===== config.mk =====
export PLATFORM = sky130hd
export DESIGN_NAME = sti_rx
export DESIGN_NICKNAME = d
export VERILOG_FILES = /design/src/rtl/sti_rx.sv
export SDC_FILE = /design/constraint.sdc
export NUM_CORES = 1
export LEC_CHECK = 0
export ABC_CLOCK_PERIOD_IN_PS = 5600
export CORE_MARGIN = 2
export CORE_UTILIZATION = 50
export CTS_CLUSTER_SIZE = 25
export DETAILED_ROUTE_END_ITERATION = 16
export GPL_ROUTABILITY_DRIVEN = 0
export HOLD_SLACK_MARGIN = 0.08
export PLACE_DENSITY = 0.8
export SYNTH_ARGS = -nofsm -noshare
export SYNTH_HDL_FRONTEND = slang
export SYNTH_SLANG_ARGS = --single-unit
export TNS_END_PERCENT = 5

===== constraint.sdc =====
create_clock -name clk -period 5.6 [get_ports clk]
set_input_delay 0.84 -clock clk [delete_from_list [all_inputs] [get_ports clk]]
set_output_delay 0.84 -clock clk [all_outputs]
set_load 0.03 [all_outputs]

===== src/rtl/sti_rx.sv =====
// STI serial receiver: deserialises one 8/16/24/32-bit frame, undoes the
// transmitter's byte-select/fill packing and flags truncation and bad padding.
module sti_rx (
    input  logic        clk,
    input  logic        reset,
    input  logic        so_valid,
    input  logic        so_data,
    input  logic [1:0]  cfg_length,
    input  logic        cfg_msb,
    input  logic        cfg_low,
    input  logic        cfg_fill,
    output logic [15:0] po_data,
    output logic        po_valid,
    output logic        po_pad_err,
    output logic        po_err,
    output logic        busy,
    output logic [7:0]  frame_cnt
);

    typedef enum logic {IDLE, RECV} state_t;

    state_t      state_q, state_d;
    logic [4:0]  idx_q, idx_d;
    logic [1:0]  len_q, len_d;
    logic        msb_q, msb_d, low_q, low_d, fill_q, fill_d;
    logic [31:0] frame_q, frame_d;
    logic [15:0] data_q, data_d;
    logic        pad_q, pad_d, vld_q, vld_d, err_q, err_d;
    logic [7:0]  cnt_q, cnt_d;

    logic [4:0]  last;
    logic [4:0]  pos;
    logic [31:0] fw;

    always_comb begin
        state_d = state_q;
        idx_d   = idx_q;
        len_d   = len_q;
        msb_d   = msb_q;
        low_d   = low_q;
        fill_d  = fill_q;
        frame_d = frame_q;
        data_d  = data_q;
        pad_d   = pad_q;
        vld_d   = 1'b0;
        err_d   = 1'b0;
        cnt_d   = cnt_q;
        // Frame length N is (len+1)*8, so the last bit index is {len,3'b111}.
        last    = {len_q, 3'b111};
        pos     = msb_q ? (last - idx_q) : idx_q;
        // Frame as it will look once the bit on this edge is included.
        fw      = frame_q | ({31'b0, so_data} << pos);

        case (state_q)
            IDLE: begin
                if (so_valid) begin
                    len_d   = cfg_length;
                    msb_d   = cfg_msb;
                    low_d   = cfg_low;
                    fill_d  = cfg_fill;
                    frame_d = {31'b0, so_data} << (cfg_msb ? {cfg_length, 3'b111} : 5'd0);
                    idx_d   = 5'd1;
                    state_d = RECV;
                end
            end
            RECV: begin
                if (!so_valid) begin
                    err_d   = 1'b1;
                    idx_d   = 5'd0;
                    state_d = IDLE;
                end else if (idx_q == last) begin
                    case (len_q)
                        2'd0: begin
                            data_d = low_q ? {8'h00, fw[7:0]} : {fw[7:0], 8'h00};
                            pad_d  = 1'b0;
                        end
                        2'd1: begin
                            data_d = fw[15:0];
                            pad_d  = 1'b0;
                        end
                        2'd2: begin
                            data_d = fill_q ? fw[23:8] : fw[15:0];
                            pad_d  = fill_q ? |fw[7:0] : |fw[23:16];
                        end
                        default: begin
                            data_d = fill_q ? fw[31:16] : fw[15:0];
                            pad_d  = fill_q ? |fw[15:0] : |fw[31:16];
                        end
                    endcase
                    frame_d = fw;
                    vld_d   = 1'b1;
                    cnt_d   = cnt_q + 8'd1;
                    idx_d   = 5'd0;
                    state_d = IDLE;
                end else begin
                    frame_d = fw;
                    idx_d   = idx_q + 5'd1;
                end
            end
            default: state_d = IDLE;
        endcase
    end

    always_ff @(posedge clk or negedge reset) begin
        if (!reset) begin
            state_q <= IDLE;
            idx_q   <= 5'd0;
            len_q   <= 2'd0;
            msb_q   <= 1'b0;
            low_q   <= 1'b0;
            fill_q  <= 1'b0;
            frame_q <= 32'd0;
            data_q  <= 16'd0;
            pad_q   <= 1'b0;
            vld_q   <= 1'b0;
            err_q   <= 1'b0;
            cnt_q   <= 8'd0;
        end else begin
            state_q <= state_d;
            idx_q   <= idx_d;
            len_q   <= len_d;
            msb_q   <= msb_d;
            low_q   <= low_d;
            fill_q  <= fill_d;
            frame_q <= frame_d;
            data_q  <= data_d;
            pad_q   <= pad_d;
            vld_q   <= vld_d;
            err_q   <= err_d;
            cnt_q   <= cnt_d;
        end
    end

    assign po_data    = data_q;
    assign po_valid   = vld_q;
    assign po_pad_err = pad_q;
    assign po_err     = err_q;
    assign busy       = (state_q == RECV);
    assign frame_cnt  = cnt_q;

endmodule


==> Word level (Yosys, flattened, before mapping) <==
Cells that the tools add are included.
{ "classes": {"shift": 2, "n_addsub": 3, "bitwise": 2, "reduce_logical": 9, "n_mux": 25, "eq_ne": 5} }
{ "ops": {"columns": ["op", "n"], "rows": [
  ["$mux W32", 2],
  ["$pmux W32 S2", 1],
  ["$shl A1 B5 Y32", 2],
  ["$mux W16", 3],
  ["$pmux W16 S3", 1],
  ["$or A32 B32 Y32", 1],
  ["$reduce_or A16 Y1", 2],
  ["$mux W5", 5],
  ["$reduce_or A8 Y1", 2],
  ["$mux W1", 10],
  ["$pmux W5 S2", 1],
  ["$add A8 B1 Y8 const B", 1],
  ["$add A5 B1 Y5 const B", 1],
  ["$eq A5 B5 Y1", 1],
  ["$sub A5 B5 Y5", 1],
  ["$ne A2 B2 Y1 const B", 2],
  ["$pmux W1 S2", 2],
  ["$reduce_and A2 Y1", 2],
  ["$reduce_and A3 Y1", 1],
  ["$eq A2 B1 Y1 const B", 1],
  ["$eq A2 B2 Y1 const B", 1],
  ["$logic_not A2 Y1", 1],
  ["$reduce_or A2 Y1", 1],
  ["$not A1 Y1", 1]
]} }
{ "totals": {"output_inout_bits": 28, "inputBits": 9, "word_cells": 58, "regBits": 70} }

==> Depth between registers and ports, before layout <==
{ "depth": {"depth_word": 7, "mapped_depth": 11, "ltp_nobuf": 8} }

==> Worst setup path after synthesis <==
Ideal clock, no wire load.
{ "synth_timing": {"kind": "reg-to-reg", "from": "reg len_q[0]", "to": "reg data_q[13] (netlist: po_data[13])", "setup_ns": 0.103, "n_path_buf": 2, "arrival_time_ns": 2.478, "required_ns": 5.497, "path_slack_ns": 3.019, "period_less_slack_ns": 2.581, "stages_incl_launch_ff": 11, "cell_sequence": "dfrtp_1 > clkbuf_1 > inv_1 > ha_1 > and2_1 > nor3b_4 > and3_4 > buf_4 > a211oi_1 > o21a_1 > o41ai_2"} }
{ "synth_via": {"elab_chain_len": 6, "elab_cells_between_ends": 13, "classes_between": "add/sub (1); eq/ne (3); shift (1); mux (5); bitwise (1); reduce/logical (2)"} }
{ "synth_lines": {"columns": ["item", "line", "text"], "rows": [
  ["from (decl)", "24", "logic [1:0] len_q, len_d;"],
  ["from (signal assigned)", "121", "len_q <= len_d;"],
  ["$sub A5 B5 Y5", "50", "pos = msb_q ? (last - idx_q) : idx_q;"],
  ["$mux W5", "50", null],
  ["$shl A1 B5 Y32", "52", "fw = frame_q | ({31'b0, so_data} << pos);"],
  ["$or A32 B32 Y32", "52", null],
  ["$mux W16, on equally long branches", "86, 74, 82", null],
  ["$pmux W16 S3", "72", "case (len_q)"],
  ["to (signal assigned)", "126", "data_q <= data_d;"],
  ["to (decl)", "27", "logic [15:0] data_q, data_d;"]
]} }
Parallel ways exist; a longest one is shown, timed or not.
A chain may end at the register's enable or synchronous reset.

==> Worst setup path after layout <==
{ "layout_timing": {"from": "reg len_q[0]", "to": "reg data_q[2] (netlist: po_data[2])"} }
The elaborated chain is that of the path after synthesis.

==> run_results.csv <==
group,metric,value,unit
run_status,status,"finished clean",
drt,top_layer,"met4",
timing,finalHoldViolations,0,
clock_tree,clk_path_buf_depth,2,
floorplan,initial_core_util,0.515,
power,p_leak,2.06,nW
drt,drtPass1Iterations,5,
drt,wl,11700,µm
synthesis,dominantRegCellSynth,"dfrtp_1",
synthesis,seq_area_frac_synth,0.416,
timing,min_period,3.72,ns
power,switchingPower,0.000558,W
floorplan,dieArea,9170,µm²
grt,grt_pass1_vias,3691,
power,seqPwrFrac,0.413,
drt,wl_met2,5260,µm
timing,tns,0,ns
placed_design,dp_cells,559,
setup_path,crit_type,"flip-flop to flip-flop",
setup_path,path_max_fanout,29,
grt,antenna_found_initial,0,
grt,grt_max_degree,71,
clock_tree,post-cts-setup-buffer-count,0,
clock_tree,insertion_delay,0.35,ns
synthesis,synth_top_area_cell,"dfrtp_1",
power,clkPwrFrac,0.277,
final_layout,finalNetCount,478,
synthesis,synth_warnings,0,
final_layout,final_layout_size_suffix_gt1_frac,0.104,
drt,remaining_drc_errors,0,
grt,grt_pass1_wl,19000,µm
grt,gr-usage-all-layers,0.273,
floorplan,die_x,95.8,µm
synthesis,ys_ff_latch,70,
timing,relSlewSlack,0.339,
drt,drtAntennaViolNets,0,
clock_tree,cts.clk_slew.worst_paths,0.08,ns
timing,finalSetupViolations,0,
timing,maxSlewViolCount,0,
setup_path,arrival,3.99,ns
clock_tree,cts_tree,"yes",
timing,rsz0062_at_grt,"no",
placed_design,port_buffers,36,
synthesis,synthArstFlopShare,1.00,
power,vdd_drop_max,152,µV
timing,skew,0.0122,ns
synthesis,synth_cells,454,
power,internal_power,0.000892,W
setup_path,crit_required,5.87,ns
drt,wl_per_cell,20.3,µm
clock_tree,numClockSinks,70,
final_layout,n_antenna_cell,0,
power,swShare,0.385,
clock_tree,cts_resized,0,
floorplan,io_pins,37,
synthesis,synth.avg_cell_area,9.27,µm²
synthesis,netlist_top_cells_area,"dfrtp_1, nor2_1, a211oi_1",
synthesis,yosys.area.top_type_share,0.416,
power,cellPowerDensity,307,nW/µm²
clock_tree,cts_buffers,9,
timing,whs,0.492,ns
timing,fmax,0.269,GHz
clock_tree,hold_buffers,0,
timing,finalCritPeriodShare,0.665,
floorplan,die_h,95.8,µm
grt,grt-ovfl-total,0,
run,drv_cap,0,
final_layout,final_cell_mix,"dfrtp_1, nor2_1, nand2_1, clkdlybuf4s50_1, a31oi_1",
final_layout,stdcell_count,575,
drt,m1WireLength,4740,µm
synthesis,synth_edf_count,0,
timing,worst_pin_slew,0.992,ns
placed_design,dpl.hpwl,7980,µm
synthesis,synth_nets,467,
drt,via_count,3887,
drt,route.met3.wl,1130,µm
synthesis,syn_area,4210,µm²
floorplan,core,8180,µm²
drt,vias_per_cell,6.76,
setup_path,end_kind,"flip-flop",
setup_path,start_kind,"flip-flop",
final_layout,final_common_cell,"dfrtp_1",
final_layout,syn_to_final_growth,12.1,%
synthesis,synth_cell_types,67,
power,comb_power_share,0.310,
clock_tree,clock_tree.root_cell,"clkbuf_8",
clock_tree,ctsHtreeMaxLevel,3,
worst_hold_path,hp-class,"flip-flop to flip-flop",
drt,initialDrtViolationCount,446,
floorplan,rows,33,
==> cells by family after synthesis <==
| family | share of synthesized area |
|---|---|
| AND/OR/NAND/NOR | 0.173 |
| adder cells (fa/ha/maj) | 0.0119 |
| flip-flops | 0.416 |
| buffers and inverters | 0.0541 |
| multiplexers | 0.00238 |
| AO/OA/AOI/OAI | 0.318 |
| XOR/XNOR | 0.0250 |
==> Yosys cell counts (4+ instances only) <==
cell,instances
dfrtp_1,70
nor2_1,48
nand2_1,41
clkbuf_1,26
a31oi_1,25
a211oi_1,21
a21oi_1,20
o21ai_0,19
xnor2_1,8
and3_1,7
nand2b_1,7
nand3_1,7
nand4_1,7
a41o_1,6
inv_1,6
nor3_1,6
a211o_1,5
a21o_1,5
and2_1,5
buf_2,5
o211ai_1,5
o22ai_1,5
or4_1,5
a2111oi_0,4
buf_4,4
buf_6,4
ha_1,4
o211a_1,4
o21a_1,4
o21ai_1,4
o31ai_1,4
xor2_1,4
==> sequential cells by signal (all words and copies together) (netlist names), 2 cells and up <==
register / cells
frame_q: 32
po_data: 16
frame_cnt: 8
idx_q: 5
len_q: 2
==> power by group through the flow <==
| stage | sequential (W) | combinational, W | clock, W |
|---|---|---|---|
| global placement | 0.000603 | 0.000424 | 0 |
| detailed placement | 0.000605 | 0.000432 | 0 |
| finish | 0.000598 | 0.000450 | 0.000402 |
| global route | 0.000604 | 0.000484 | 0.000430 |
| CTS | 0.000595 | 0.000437 | 0.000403 |
| floorplan | 0.000579 | 0.000350 | 0 |
==> through the flow <==
| stage | cell area [µm²] | utilization | setup slack (ns) | total power [W] |
|---|---|---|---|---|
| detailed placement | 4530 | 0.554 | 2.05 | 0.00104 |
| floorplan | 4210 | - | 3.02 | 0.000929 |
| global route | 4720 | 0.577 | 1.60 | 0.00152 |
| CTS | 4720 | 0.577 | 2.02 | 0.00143 |
| global placement | 4530 | 0.554 | 2.19 | 0.00103 |
| finish | 4720 | 0.577 | 1.88 | 0.00145 |
==> layout make-up <==
| cell class | instances | area, µm² |
|---|---|---|
| Clock buffer | 9 | 124 |
| Clock inverter | 7 | 65.1 |
| Fill cell | 713 | 3460 |
| Inverter | 6 | 22.5 |
| Multi-Input combinational cell | 337 | 2230 |
| Sequential cell | 70 | 1750 |
| Tap cell | 105 | 131 |
| Timing Repair Buffer | 41 | 393 |
==> final timing paths <==
kind                            start          end  slack, ns  cells past startpoint
setup / recovery             len_q[0]   po_data[2]       1.88                      8
hold / removal             po_data[1]   po_data[1]       0.49                      2
setup reg to reg             len_q[0]   po_data[2]       1.88                      8
hold reg to reg            po_data[1]   po_data[1]       0.49                      2
max in group asynchronous       reset  frame_q[25]       4.34                      2
min in group asynchronous       reset   po_data[7]       0.67                      2
==> metal layers <==
| layer | vias to the layer above | global-route usage |
|---|---|---|
| li1 | 1741 | - |
| met1 | 1847 | 0.364 |
| met2 | 250 | 0.401 |
| met3 | 49 | 0.0681 |
| met4 | 0 | 0.163 |
| met5 | - | 0 |
==> worst max-delay path: stages, from the launching register on <==
cell      delay (ns)
dfrtp_1         0.94
inv_1           0.25
ha_1            0.37
and2_1          0.19
o21a_1          0.33
a21boi_2        0.80
a211oi_1        0.18
or4_1           0.45
o21ai_1         0.12
Power figures use the tool's default switching activity.
